### src/rtl/core_writeback_pkg.sv
// Shared definitions for the writeback slice: register-file geometry,
// default data width and the writeback request record.
package core_writeback_pkg;

  localparam int XLEN       = 32;
  localparam int REG_ADDR_W = 5;
  localparam int NUM_REGS   = 32;

  // One candidate write to the register file (and optionally the PC).
  typedef struct packed {
    logic                  valid;
    logic [REG_ADDR_W-1:0] rd;
    logic [XLEN-1:0]       data;
    logic                  pc_we;
    logic [XLEN-1:0]       pc_data;
  } wb_req_t;

  // One-hot mask selecting register r in a NUM_REGS-wide vector.
  function automatic logic [NUM_REGS-1:0] reg_onehot(input logic [REG_ADDR_W-1:0] r);
    return NUM_REGS'(1) << r;
  endfunction

endpackage

### src/rtl/core_writeback_if.sv
// Result/commit bus between the execute stages, the writeback block and
// the register file.
//
// Handshake: a source transfers in a cycle where *_VALID && *_READY. The
// source holds VALID, RD and DATA stable until that cycle. READY is a
// combinational function of the VALIDs and may not feed back into them.
interface core_writeback_if #(
  parameter int XLEN = core_writeback_pkg::XLEN
);
  import core_writeback_pkg::*;

  logic                  ALU_VALID;
  logic                  ALU_READY;
  logic [REG_ADDR_W-1:0] ALU_RD;
  logic [XLEN-1:0]       ALU_DATA;
  logic                  ALU_PC_WE;
  logic [XLEN-1:0]       ALU_PC_DATA;

  logic                  LSU_VALID;
  logic                  LSU_READY;
  logic [REG_ADDR_W-1:0] LSU_RD;
  logic [XLEN-1:0]       LSU_DATA;

  logic [REG_ADDR_W-1:0] WADDR;
  logic                  WE;
  logic [XLEN-1:0]       WDATA;
  logic                  PC_WE;
  logic [XLEN-1:0]       PC_WDATA;

  // Writeback side: consumes results, drives the write ports.
  modport master (
    input  ALU_VALID, ALU_RD, ALU_DATA, ALU_PC_WE, ALU_PC_DATA,
    input  LSU_VALID, LSU_RD, LSU_DATA,
    output ALU_READY, LSU_READY,
    output WADDR, WE, WDATA, PC_WE, PC_WDATA
  );

  // Execute/LSU/register-file side.
  modport slave (
    output ALU_VALID, ALU_RD, ALU_DATA, ALU_PC_WE, ALU_PC_DATA,
    output LSU_VALID, LSU_RD, LSU_DATA,
    input  ALU_READY, LSU_READY,
    input  WADDR, WE, WDATA, PC_WE, PC_WDATA
  );

endinterface

### src/rtl/core_wb_scoreboard.sv
// Destination-busy vector used by decode for RAW stalls. Per edge the
// committing write clears its bit, then a new issue sets its bit (so set
// wins on a collision); flush overrides both. Register 0 is never busy.
module core_wb_scoreboard
  import core_writeback_pkg::*;
(
  input  logic                  clk,
  input  logic                  rst_n,
  input  logic                  clr_en,
  input  logic [REG_ADDR_W-1:0] clr_addr,
  input  logic                  set_en,
  input  logic [REG_ADDR_W-1:0] set_addr,
  input  logic                  flush,
  output logic [NUM_REGS-1:0]   busy
);

  logic [NUM_REGS-1:0] busy_q;
  logic [NUM_REGS-1:0] busy_d;

  // Next busy vector: clear committed, set issued, flush wipes everything.
  always_comb begin
    busy_d = busy_q;
    if (clr_en) busy_d = busy_d & ~reg_onehot(clr_addr);
    if (set_en) busy_d = busy_d | reg_onehot(set_addr);
    if (flush)  busy_d = '0;
    busy_d[0] = 1'b0;
  end

  // Busy register with synchronous active-low reset.
  always_ff @(posedge clk) begin
    if (!rst_n) busy_q <= '0;
    else        busy_q <= busy_d;
  end

  assign busy = busy_q;

endmodule

### src/rtl/core_writeback.sv
// Writeback stage: arbitrates ALU and LSU results onto the register-file
// and PC write ports and keeps the destination-busy scoreboard.
// LSU normally wins; an ALU result that has lost STARVE_MAX cycles in a
// row is forced through.
// Optional macro WB_BYPASS_EN adds the BYP0/BYP1 forwarding outputs.
module core_writeback
  import core_writeback_pkg::*;
#(
  parameter int XLEN       = core_writeback_pkg::XLEN,
  parameter int STARVE_MAX = 4
) (
  input  logic                  CLK,
  input  logic                  RST_N,
  input  logic                  FLUSH,
  input  logic                  ISSUE_VALID,
  input  logic [REG_ADDR_W-1:0] ISSUE_RD,
  output logic [NUM_REGS-1:0]   BUSY,
  core_writeback_if.master      wb
`ifdef WB_BYPASS_EN
  ,
  output logic                  BYP0_VALID,
  output logic [REG_ADDR_W-1:0] BYP0_RD,
  output logic [XLEN-1:0]       BYP0_DATA,
  output logic                  BYP1_VALID,
  output logic [REG_ADDR_W-1:0] BYP1_RD,
  output logic [XLEN-1:0]       BYP1_DATA
`endif
);

  logic [3:0]            starve_cnt;
  logic                  alu_force;
  logic                  alu_ready;
  logic                  lsu_ready;
  wb_req_t               sel;

  logic                  we_q;
  logic [REG_ADDR_W-1:0] waddr_q;
  logic [XLEN-1:0]       wdata_q;
  logic                  pc_we_q;
  logic [XLEN-1:0]       pc_wdata_q;

  assign alu_force = (starve_cnt >= 4'(STARVE_MAX));

  // Arbitration: LSU first unless the ALU has starved; nothing while in reset.
  always_comb begin
    lsu_ready = RST_N && wb.LSU_VALID && !alu_force;
    alu_ready = RST_N && wb.ALU_VALID && (!wb.LSU_VALID || alu_force);
  end

  assign wb.ALU_READY = alu_ready;
  assign wb.LSU_READY = lsu_ready;

  // Pick the accepted result; LSU results never redirect the PC.
  always_comb begin
    sel = '0;
    if (alu_ready) begin
      sel.valid   = 1'b1;
      sel.rd      = wb.ALU_RD;
      sel.data    = wb.ALU_DATA;
      sel.pc_we   = wb.ALU_PC_WE;
      sel.pc_data = wb.ALU_PC_DATA;
    end else if (lsu_ready) begin
      sel.valid   = 1'b1;
      sel.rd      = wb.LSU_RD;
      sel.data    = wb.LSU_DATA;
    end
  end

  // Lost-arbitration counter: counts while the ALU waits, saturates at 15.
  always_ff @(posedge CLK) begin
    if (!RST_N)                        starve_cnt <= '0;
    else if (wb.ALU_VALID && !alu_ready) begin
      if (starve_cnt != 4'hf)          starve_cnt <= starve_cnt + 4'd1;
    end else                           starve_cnt <= '0;
  end

  // Output stage: one-cycle pulses for WE/PC_WE, address/data hold when idle.
  always_ff @(posedge CLK) begin
    if (!RST_N) begin
      we_q       <= 1'b0;
      waddr_q    <= '0;
      wdata_q    <= '0;
      pc_we_q    <= 1'b0;
      pc_wdata_q <= '0;
    end else begin
      we_q    <= sel.valid && (sel.rd != '0);
      pc_we_q <= sel.valid && sel.pc_we;
      if (sel.valid) begin
        waddr_q <= sel.rd;
        wdata_q <= sel.data;
      end
      if (sel.valid && sel.pc_we) pc_wdata_q <= sel.pc_data;
    end
  end

  assign wb.WE       = we_q;
  assign wb.WADDR    = waddr_q;
  assign wb.WDATA    = wdata_q;
  assign wb.PC_WE    = pc_we_q;
  assign wb.PC_WDATA = pc_wdata_q;

  // Issue is ignored during a flush; the committing write clears its bit.
  core_wb_scoreboard u_scoreboard (
    .clk      (CLK),
    .rst_n    (RST_N),
    .clr_en   (we_q),
    .clr_addr (waddr_q),
    .set_en   (ISSUE_VALID),
    .set_addr (ISSUE_RD),
    .flush    (FLUSH),
    .busy     (BUSY)
  );

`ifdef WB_BYPASS_EN
  logic                  byp1_valid_q;
  logic [REG_ADDR_W-1:0] byp1_rd_q;
  logic [XLEN-1:0]       byp1_data_q;

  // Stage 0 is the write being committed now; we_q is already 0 for x0.
  assign BYP0_VALID = we_q;
  assign BYP0_RD    = waddr_q;
  assign BYP0_DATA  = wdata_q;

  // Stage 1 covers the cycle after commit, while the RF read is still stale.
  always_ff @(posedge CLK) begin
    if (!RST_N) begin
      byp1_valid_q <= 1'b0;
      byp1_rd_q    <= '0;
      byp1_data_q  <= '0;
    end else begin
      byp1_valid_q <= we_q && (waddr_q != '0);
      byp1_rd_q    <= waddr_q;
      byp1_data_q  <= wdata_q;
    end
  end

  assign BYP1_VALID = byp1_valid_q;
  assign BYP1_RD    = byp1_rd_q;
  assign BYP1_DATA  = byp1_data_q;
`endif

endmodule

### src/flat_wrapper.sv
// flat-port wrapper written by rule: the top's interface ports become plain ports
module core_writeback_flat import core_writeback_pkg::*;
#(
  parameter int XLEN       = core_writeback_pkg::XLEN,
  parameter int STARVE_MAX = 4
)
  (CLK, RST_N, FLUSH, ISSUE_VALID, ISSUE_RD, BUSY, wb_ALU_VALID, wb_ALU_RD, wb_ALU_DATA, wb_ALU_PC_WE, wb_ALU_PC_DATA, wb_LSU_VALID, wb_LSU_RD, wb_LSU_DATA, wb_ALU_READY, wb_LSU_READY, wb_WADDR, wb_WE, wb_WDATA, wb_PC_WE, wb_PC_WDATA);
  core_writeback_if #(.XLEN(XLEN)) wb_i ();
  input  logic CLK;
  input  logic RST_N;
  input  logic FLUSH;
  input  logic ISSUE_VALID;
  input  logic [REG_ADDR_W-1:0] ISSUE_RD;
  output logic [NUM_REGS-1:0] BUSY;
  input wire logic [$bits(wb_i.ALU_VALID)-1:0] wb_ALU_VALID;
  input wire logic [$bits(wb_i.ALU_RD)-1:0] wb_ALU_RD;
  input wire logic [$bits(wb_i.ALU_DATA)-1:0] wb_ALU_DATA;
  input wire logic [$bits(wb_i.ALU_PC_WE)-1:0] wb_ALU_PC_WE;
  input wire logic [$bits(wb_i.ALU_PC_DATA)-1:0] wb_ALU_PC_DATA;
  input wire logic [$bits(wb_i.LSU_VALID)-1:0] wb_LSU_VALID;
  input wire logic [$bits(wb_i.LSU_RD)-1:0] wb_LSU_RD;
  input wire logic [$bits(wb_i.LSU_DATA)-1:0] wb_LSU_DATA;
  output wire logic [$bits(wb_i.ALU_READY)-1:0] wb_ALU_READY;
  output wire logic [$bits(wb_i.LSU_READY)-1:0] wb_LSU_READY;
  output wire logic [$bits(wb_i.WADDR)-1:0] wb_WADDR;
  output wire logic [$bits(wb_i.WE)-1:0] wb_WE;
  output wire logic [$bits(wb_i.WDATA)-1:0] wb_WDATA;
  output wire logic [$bits(wb_i.PC_WE)-1:0] wb_PC_WE;
  output wire logic [$bits(wb_i.PC_WDATA)-1:0] wb_PC_WDATA;
  assign wb_i.ALU_VALID = wb_ALU_VALID;
  assign wb_i.ALU_RD = wb_ALU_RD;
  assign wb_i.ALU_DATA = wb_ALU_DATA;
  assign wb_i.ALU_PC_WE = wb_ALU_PC_WE;
  assign wb_i.ALU_PC_DATA = wb_ALU_PC_DATA;
  assign wb_i.LSU_VALID = wb_LSU_VALID;
  assign wb_i.LSU_RD = wb_LSU_RD;
  assign wb_i.LSU_DATA = wb_LSU_DATA;
  assign wb_ALU_READY = wb_i.ALU_READY;
  assign wb_LSU_READY = wb_i.LSU_READY;
  assign wb_WADDR = wb_i.WADDR;
  assign wb_WE = wb_i.WE;
  assign wb_WDATA = wb_i.WDATA;
  assign wb_PC_WE = wb_i.PC_WE;
  assign wb_PC_WDATA = wb_i.PC_WDATA;
  core_writeback #(.XLEN(XLEN), .STARVE_MAX(STARVE_MAX)) u_core (.CLK(CLK), .RST_N(RST_N), .FLUSH(FLUSH), .ISSUE_VALID(ISSUE_VALID), .ISSUE_RD(ISSUE_RD), .BUSY(BUSY), .wb(wb_i));
endmodule
### config.mk
export PLATFORM = sky130hd
export DESIGN_NAME = core_writeback_flat
export DESIGN_NICKNAME = d
export VERILOG_FILES = /design/src/rtl/core_writeback_pkg.sv /design/src/rtl/core_writeback_if.sv /design/src/rtl/core_wb_scoreboard.sv /design/src/rtl/core_writeback.sv /design/src/flat_wrapper.sv
export SDC_FILE = /design/constraint.sdc
export NUM_CORES = 1
export LEC_CHECK = 0
export BUFFER_PORTS_ARGS = -buffer_cell sky130_fd_sc_hd__buf_2
export CORE_MARGIN = 5
export CORE_UTILIZATION = 49
export CTS_BUF_LIST = sky130_fd_sc_hd__clkbuf_16
export CTS_CLUSTER_SIZE = 20
export DETAILED_ROUTE_END_ITERATION = 8
export PLACE_DENSITY_LB_ADDON = 0.1
export SLEW_MARGIN = 30
export SYNTH_ARGS = -nofsm -noshare
export SYNTH_HDL_FRONTEND = slang
export SYNTH_SLANG_ARGS = --single-unit
export TNS_END_PERCENT = 50
### constraint.sdc
create_clock -name CLK -period 2.2 [get_ports CLK]
set_input_delay 0.22 -clock CLK [delete_from_list [all_inputs] [get_ports CLK]]
set_output_delay 0.22 -clock CLK [all_outputs]
set_load 0.1 [all_outputs]
---- After elaboration in Yosys (flattened, before gate mapping) ----
Index checks and enable logic that the tools add are counted.
word-level totals
  register bits ........................... 107
  output and inout bits ................... 105
  word-level logic and storage cells ...... 36
cells by class
  add/sub/neg operators ................... 1
  order comparisons ....................... 1
  eq/ne operators ......................... 1
  shift-type cells ........................ 2
  multiplexer cells ....................... 5
  bitwise logic cells ..................... 4
  reductions and logical operators ........ 14
operator list
  cell                                                  count
  two-way mux 38 bit                                    2
  two-way mux 32 bit                                    2
  << shifter 1 x 5 -> 32 bit (first input constant)     2
  two-way mux 33 bit                                    1
  bitwise AND 32 bit                                    1
  NOT 32 bit                                            1
  OR 32 bit                                             1
  logical AND 1 bit                                     7
  nonzero test 5 bit                                    1
  adder 4 x 1 -> 4 bit (second input constant)          1
  >= comparator 4 x 3 -> 1 bit (second input constant)  1
  != test 4 bit (second input constant)                 1
  logical NOT 1 bit                                     3
  AND reduction 2 bit                                   1
  OR reduction 2 bit                                    1
  logical OR 1 bit                                      1
  NOT 1 bit                                             1

---- Depth between registers and ports, before layout ----
Gate-level depths: netlist (run 1).
  depth after elaboration ................. 7
  gate-level depth with buffers ........... 7
  mapped depth without buffers ............ 3

---- By module ----
From an unflattened synthesis (run 1), not the netlist that was laid out.
unflattened totals
  cell total of the unflattened synthesis .. 469
  area total of the unflattened synthesis .. 4451.8 um2
by module, submodules not included
  module              instances  cells an instance  area each (um2)  seq. area each (um2)
  core_writeback      1          336                3079.2           1501.4
  core_wb_scoreboard  1          133                1372.6           620.6

---- Worst setup path before layout (run 1) ----
OpenSTA, ideal clock, no wires.
  kind .................................... reg-to-reg
  start ................................... register u_core.starve_cnt[2]
  end ..................................... register u_core.we_q, in the netlist u_core.wb.WE
  arrival time ............................ 2.369 ns
  required time ........................... 2.133 ns
  slack ................................... -0.236 ns
  cell stages (with the launch flop) ...... 5
  buffers on the path ..................... 1
  cell sequence ........................... dfxtp_1 or3b_4 buf_6 nor2_1 a22o_1
on the way
  longest elaborated chain between the ends .. 7
  elaborated cells on any way between the ends .. 9
ends and longest elaborated chain
  element                           RTL line              source
  start: declaration                core_writeback.sv:30  logic [3:0] starve_cnt;
  start signal: assignment          core_writeback.sv:73  if (starve_cnt != 4'hf) starve_cnt <= starve_cnt + 4'd1;
  >= comparator 4 x 3 -> 1 bit (*)  core_writeback.sv:42  assign alu_force = (starve_cnt >= 4'(STARVE_MAX));
  logical NOT 1 bit (*)             core_writeback.sv:46  lsu_ready = RST_N && wb.LSU_VALID && !alu_force;
  logical AND 1 bit (*)             core_writeback.sv:46
  net wb_LSU_READY                  flat_wrapper.sv:24    output wire logic [$bits(wb_i.LSU_READY)-1:0] wb_LSU_READY;
  two-way mux 38 bit (*)            core_writeback.sv:62  end else if (lsu_ready) begin
  two-way mux 38 bit (*)            core_writeback.sv:56  if (alu_ready) begin
  nonzero test 5 bit                core_writeback.sv:86  we_q <= sel.valid && (sel.rd != '0);
  logical AND 1 bit (*)             core_writeback.sv:86
  end signal: assignment            core_writeback.sv:86
  end: declaration                  core_writeback.sv:36  logic we_q;
Mark *: on every way through the listed nets, which the timed path passes. The rest lies on a longest branch.
A chain may end at the register's enable or synchronous reset.

---- Worst setup path after layout (run 1) ----
  start ................................... register u_core.starve_cnt[2]
  end ..................................... output wb_LSU_READY
on the way
  longest elaborated chain between the ends .. 3
ends and longest elaborated chain
  element                       RTL line
  >= comparator 4 x 3 -> 1 bit  core_writeback.sv:42
  logical NOT 1 bit             core_writeback.sv:46
  logical AND 1 bit             core_writeback.sv:46
  end: declaration              flat_wrapper.sv:24
Every way passes these cells.

==> flow_metrics.py, run 1 <==
metrics = {
    "route": {
        "viasPerCell": 5.475,
        "initialDrtViolationCount": 186,
        "drc": 0,
        "wirelength_um": 12980,
        "first_pass_iters": 4,
        "vias": 4287,
        "ant_nets": 0,
        "wire_per_inst_um": 16.58,
    },
    "timing": {
        "finalClockSkew_ns": 0.008004,
        "min_period_ns": 1.733,
        "worst_slack_ns": 0.4671,
        "fin_crit_sh_pct": 78.77,
        "max_clock_freq_mhz": 577.1,
        "rsz0062_at_grt": "false",
        "slew_viol_final": 0,
        "tightest_slew_ns": 0.6928,
        "timing.hold.ws_ns": 0.1003,
        "final-setup-viol-count": 0,
        "hold_viol_final": 0,
        "setup_tns_ns": 0,
        "slew_headroom_pct": 53.72,
    },
    "grt": {
        "grt_antenna_before_repair": 1,
        "globalRouteTotalUtil_pct": 22.53,
        "gr-total-overflow": 0,
        "grt_pass1_wl_um": 20800,
        "grt_max_degree": 63,
        "grt_pass1_vias": 4348,
    },
    "final_layout": {
        "antennaDiodeCount": 0,
        "finalInstanceArea_sq_um": 5863,
        "layout.nets": 786,
        "area_growth_syn_to_layout_pct": 30.06,
        "final_layout_size_suffix_gt1_share_pct": 42.26,
    },
    "place": {
        "dp_slack_ns": 0.4969,
        "postPlaceCellArea_sq_um": 5564,
        "dp_hpwl_um": 9617,
        "place.gp.congestion": 0.8303,
        "io_buffers": 221,
    },
    "clock_network": {
        "htree_num_levels": 3,
        "clk_latency_ns": 0.34,
        "hold_buffers": 0,
        "cts-root-buf": "clkbuf_16",
        "clockBufferDepth": 2,
        "path_clk_slew_ns": 0.07,
        "cts_tree": "done",
        "cts_inserted_buffers": 9,
        "postCtsSetupBuffers": 0,
        "cts_sinks": 106,
        "cts.repair.resized": 0,
    },
    "floorplan": {
        "dieHeight_um": 105.9,
        "core_area_sq_um": 9109,
        "start_util_pct": 49.49,
        "num_io_pins": 223,
        "die_w_um": 105.9,
        "fp-row-count": 35,
        "fp.dieArea_sq_um": 11220,
    },
    "worst_setup_path": {
        "reg2reg_slack_ns": 0.62,
        "critPathMaxStageDelay_ns": 0.49,
        "critical_path_buf_inv_count": 1,
        "critical-path-top-delay-family": "simple AND/OR/NAND/NOR gates",
        "r2r_cells": 3,
        "crit_cells": 3,
        "cp_slowest_cell": "or3b_4",
        "crit_fanout": 17,
        "reg2reg_from": "u_core.wb.WE$_SDFF_PN0_",
        "setup.worst_path.start_class": "flop",
        "cp_data_arrival_time_ns": 1.51,
        "crit_path_end_kind": "output port",
        "timing.rr.end": "u_core.u_scoreboard.busy[8]$_SDFF_PP0_",
        "critical_path_class": "reg2out",
        "cp.required_ns": 1.98,
        "cp_cell_sequence": "or3b_4 > nor2_2 > buf_12",
    },
    "power": {
        "power_switching_uw": 1701,
        "clkPwrFrac_pct": 33.2,
        "sequentialPowerShare_pct": 42.6,
        "p_int_uw": 3148,
        "power_leakage_uw": 0.002770,
        "ir_worst_vdd_mv": 0.4170,
        "p_per_area_nw_per_um2": 827.1,
        "switching_share_pct": 35.08,
        "pwr-share-comb_pct": 24.1,
    },
    "synthesis": {
        "netlist_area_sq_um": 4508,
        "yosysSeqAreaShare_pct": 47.07,
        "synth_ff_type": "dfxtp_1",
        "yosys_warnings": 0,
        "synth_edf_count": 0,
        "syn_area_per_cell_sq_um": 9.695,
        "yosysTopAreaCellShare_pct": 47.07,
        "ys_async_sr_fraction_pct": 0,
        "synth.most_common_cell": "dfxtp_1",
        "synth.cells.most_frequent": "dfxtp_1 (106), nand2_1 (69), nor2_1 (47)",
        "synth-seq-cells": 106,
        "synth_area_leaders": "dfxtp_1 (47%), mux2i_1 (8.2%), a32o_1 (6.9%), a211oi_1 (6.2%), nand2_1 (5.7%)",
        "synth_cell_types": 36,
        "synth_top_cell_by_area": "dfxtp_1",
        "synthCells": 465,
    },
    "job": {
        "drv_cap": 0,
    },
    "hold_path": {
        "hold_start": "wb_ALU_PC_DATA[1]",
        "min-delay-path-class": "in2reg",
        "whs_path_depth": 3,
        "min_to": "u_core.wb.PC_WDATA[1]$_SDFFE_PN0P_",
    },
    "outcome": {
        "status": "finished, final reports clean",
    },
}
-- registers in the layout (all words and copies together) (netlist names) --
name                      count
u_core.starve_cnt             4
u_core.wb.WE                  1
u_core.u_scoreboard.busy     31
u_core.wb.WDATA              32
u_core.wb.PC_WDATA           32
u_core.wb.WADDR               5
u_core.wb.PC_WE               1
-- worst min-delay path, cell delays in order --
cell and delay (ns):
buf_2 0.08, nand3_1 0.05, o21ai_0 0.06
-- metrics by stage --
stage / util, % / total power (uW) / instances
after detailed placement: 61.09 / 3281 / 767
after floorplan: - / 3032 / 466
after global routing: 64.37 / 5022 / 783
after global placement: 61.09 / 3267 / 767
after CTS: 64.37 / 4885 / 783
final: 64.37 / 4849 / 783
-- power groups by stage --
stage	clock network (uW)	logic (uW)	registers (uW)
2_1_floorplan	0	299	2730
3_3_place_gp	0	1160	2110
3_5_place_dp	0	1170	2110
4_1_cts	1640	1170	2070
5_1_grt	1720	1220	2080
6_report	1610	1170	2070
-- cell type report --
class                           count  area [sq um]
Tap cell                          111         138.9
Inverter                            1         3.754
Multi-Input combinational cell    320          2103
Sequential cell                   106          2122
Timing Repair Buffer              229          1196
Clock inverter                      7         73.82
Clock buffer                        9         225.2
Fill cell                         824          3246
-- worst max-delay path by stage --
stage	start	endpoint
2_1_floorplan	u_core.starve_cnt[2]$_SDFFE_PN0P_	u_core.wb.WE$_SDFF_PN0_
6_report	u_core.starve_cnt[2]$_SDFFE_PN0P_	wb_LSU_READY
3_5_place_dp	wb_LSU_VALID	u_core.wb.WDATA[11]$_SDFFE_PN0P_
4_1_cts	u_core.starve_cnt[2]$_SDFFE_PN0P_	wb_LSU_READY
5_1_grt	u_core.starve_cnt[2]$_SDFFE_PN0P_	wb_LSU_READY
3_3_place_gp	wb_LSU_VALID	u_core.wb.WDATA[19]$_SDFFE_PN0P_
-- cells by family (layout without fill, tap and decap cells) --
| kind of cell | count (synthesis) | after routing | synth area share (%) |
|---|---|---|---|
| adders and majority gates | 1 | 1 | 0.2775 |
| AOI/OAI and AO/OA | 101 | 101 | 19.21 |
| DFF | 106 | 106 | 47.07 |
| muxes | 37 | 37 | 8.215 |
| buffers and inverters | 40 | 246 | 6.467 |
| other | 1 | 2 | 0.08318 |
| and+or+nand+nor | 179 | 179 | 18.68 |
-- layout by cell type (no fill, tap or decap), drive strengths merged, types with 3 or more instances in the layout --
| cell | netlist | layout |
|---|---|---|
| and4b | 3 | 3 |
| mux2i | 37 | 37 |
| dfxtp | 106 | 106 |
| clkbuf | 15 | 9 |
| a211oi | 37 | 37 |
| buf | 24 | 229 |
| inv | 1 | 4 |
| nor3 | 4 | 4 |
| nor3b | 3 | 3 |
| a32o | 31 | 31 |
| and4bb | 3 | 3 |
| and2 | 4 | 4 |
| o21ai | 32 | 32 |
| nand3 | 32 | 32 |
| nor2 | 49 | 49 |
| nand2 | 69 | 69 |
| nor2b | 3 | 3 |
-- layer usage --
metal / share of wire [%] / wire length (um) / track usage [%]
met4: 2.6 / 343 / 9.528
met5: 0.15 / 20 / 0
met2: 50 / 6467 / 38.66
met3: 7.8 / 1008 / 5.829
met1: 40 / 5141 / 26.70
Power figures use the tool's default switching activity.
==> run 2: changes to the inputs <==
ABC_AREA = 1   (was default)
CORE_UTILIZATION = 42   (was 49)
clock period = 1.4 ns   (was 2.2 ns; I/O delays follow)
==> run 2 against run 1 <==
Against the previous run:
- the flow now finishes with violations (negative setup slack)
- non-clock buffer count grew 21
- design area grew 11%
- count of clock-buffer cells in the layout is the same
- via count grew 23%
- critical path type unchanged
- largest power group unchanged
==> flow_metrics.py, run 2 <==
metrics = {
    "timing": {
        "final-setup-viol-count": 1,
        "timing.hold.ws_ns": 0.02162,
        "rsz0062_at_grt": "true",
        "finalClockSkew_ns": 0.006039,
        "slew_headroom_pct": 66.75,
        "slew_viol_final": 0,
        "max_clock_freq_mhz": 708.6,
        "min_period_ns": 1.411,
        "hold_viol_final": 0,
        "tightest_slew_ns": 0.4950,
        "worst_slack_ns": -0.01121,
        "fin_crit_sh_pct": 100.8,
    },
    "clock_network": {
        "cts_tree": "done",
        "clockBufferDepth": 2,
        "cts_inserted_buffers": 9,
        "hold_buffers": 0,
        "htree_num_levels": 3,
        "clk_latency_ns": 0.34,
        "path_clk_slew_ns": 0.06,
        "cts_sinks": 106,
        "cts-root-buf": "clkbuf_16",
    },
    "grt": {
        "grt_antenna_before_repair": 1,
        "gr-total-overflow": 0,
        "grt_max_degree": 38,
        "globalRouteTotalUtil_pct": 21.24,
        "grt_pass1_vias": 5096,
        "grt_pass1_wl_um": 23270,
    },
    "final_layout": {
        "nFillCells": 1118,
        "final_cell_mix": "buf_2 (219), nand2_1 (204), nand3_1 (116)",
        "post-route-util_pct": 57.35,
        "area_growth_syn_to_layout_pct": 35.27,
        "final_layout_size_suffix_gt1_share_pct": 29.75,
        "layout.nets": 1072,
        "register_area_sq_um": 2137,
        "multiInputGateArea_sq_um": 2145,
        "final_common_cell": "buf_2",
        "stdcell_count": 1102,
    },
    "power": {
        "p_per_area_nw_per_um2": 1117,
        "power_leakage_uw": 0.003678,
        "power_uw": 7251,
        "ir_worst_vdd_mv": 0.7141,
    },
    "route": {
        "wire_per_inst_um": 13.45,
        "top_layer": "met5",
        "first_pass_iters": 4,
        "viasPerCell": 4.770,
        "initialDrtViolationCount": 241,
        "wl_met3_um": 1417,
        "drc": 0,
        "vias": 5257,
        "route.met2.wl_um": 7093,
        "ant_nets": 0,
        "met1_length_um": 6125,
        "wirelength_um": 14820,
    },
    "place": {
        "place.gp.congestion": 0.8474,
        "placedCellCount": 1080,
        "dp_slack_ns": 0.08210,
        "dp_hpwl_um": 11340,
        "io_buffers": 221,
    },
    "floorplan": {
        "num_io_pins": 223,
        "fp-row-count": 39,
        "start_util_pct": 42.40,
        "fp.dieArea_sq_um": 13670,
        "die_w_um": 116.9,
        "core_area_sq_um": 11320,
        "dieHeight_um": 116.9,
    },
    "worst_setup_path": {
        "cp_data_arrival_time_ns": 1.27,
        "crit_path_end_kind": "output port",
        "crit_fanout": 2,
        "setup.worst_path.start_class": "flop",
        "cp.required_ns": 1.26,
        "critical_path_class": "reg2out",
    },
    "hold_path": {
        "min-delay-path-class": "in2reg",
    },
    "synthesis": {
        "ys_async_sr_fraction_pct": 0,
        "yosys_warnings": 0,
        "synth_top_cell_by_area": "dfxtp_1",
        "synthCells": 731,
        "yosysTopAreaCellShare_pct": 44.21,
        "syn_area_per_cell_sq_um": 6.566,
        "synth.most_common_cell": "nand2_1",
        "synth_cell_types": 25,
        "synth_edf_count": 0,
        "netlist_area_sq_um": 4800,
        "yosysSeqAreaShare_pct": 44.21,
        "synth_area_leaders": "dfxtp_1 (44%), nand2_1 (16%), nand3_1 (12%), nor2_1 (7.1%), inv_1 (6.9%)",
        "synth-seq-cells": 106,
        "synth_ff_type": "dfxtp_1",
        "synth.cells.most_frequent": "nand2_1 (207), nand3_1 (116), dfxtp_1 (106)",
    },
    "outcome": {
        "violations": "negative setup slack",
        "status": "finished, violations left",
    },
    "job": {
        "drv_cap": 0,
    },
}
[run 2: final timing paths]
kind,from,cells past startpoint,slack [ns],end
max,u_core.starve_cnt[2]$_SDFFE_PN0P_,6,-0.01,wb_LSU_READY
min,wb_LSU_DATA[31],3,0.02,u_core.wb.WDATA[31]$_SDFFE_PN0P_
max reg2reg,u_core.starve_cnt[2]$_SDFFE_PN0P_,10,0.09,u_core.wb.WDATA[20]$_SDFFE_PN0P_
min reg2reg,u_core.u_scoreboard.busy[8]$_SDFF_PP0_,2,0.46,u_core.u_scoreboard.busy[8]$_SDFF_PP0_
[run 2: kinds of logic (layout without fill, tap and decap cells)]
family	count (synthesis)	count (layout)	share of synthesized area, %
compound gates	60	60	6.257
fa+ha+maj	1	1	0.2606
buf+inv	134	360	11.65
flops	106	106	44.21
other cells	1	3	0.07813
simple gates	429	429	37.54
[run 2: metal layers]
layer | GRT usage [%] | vias up
li1 | - | 2710
met1 | 25.44 | 2335
met2 | 36.25 | 193
met3 | 6.838 | 17
met4 | 6.651 | 2
met5 | 0 | -
[run 2: worst max-delay path: stages, from the launching register on]
cell and delay, ns:
dfxtp_2 0.34, nor2_4 0.12, buf_6 0.11, nand2_4 0.05, inv_4 0.06, buf_12 0.11
buf_16 0.16
[run 2: power breakdown]
group,switching [uW],internal (uW)
Clock,1060,1170
Sequential,78.5,3140
Combinational,1390,416
Total,2530,4720
[run 2: final cells by class]
| cell class | instances | area share [%] |
|---|---|---|
| flip-flops and latches | 106 | 32.92 |
| well taps | 143 | 2.756 |
| clock buffers | 9 | 3.469 |
| inverters | 94 | 5.492 |
| clock inverters | 7 | 0.4432 |
| multi-input cells | 492 | 33.03 |
| diodes | 1 | 0.03854 |
| repair buffers | 250 | 21.85 |
[run 2: timing repair]
item | in CTS | in global routing
resized for setup | 6 | 2
buffers inserted | 5 | 0
gates cloned | 0 | 0
pin swaps | 2 | 2
endpoints found under the setup margin | 1 | 9
[run 2: through the flow]
step / TNS, ns / cell area (sq um)
2_1_floorplan: -9.517 / 4841
3_3_place_gp: 0 / 6167
3_5_place_dp: 0 / 6167
4_1_cts: -0.03212 / 6479
5_1_grt: -0.08415 / 6490
6_report: -0.01121 / 6492
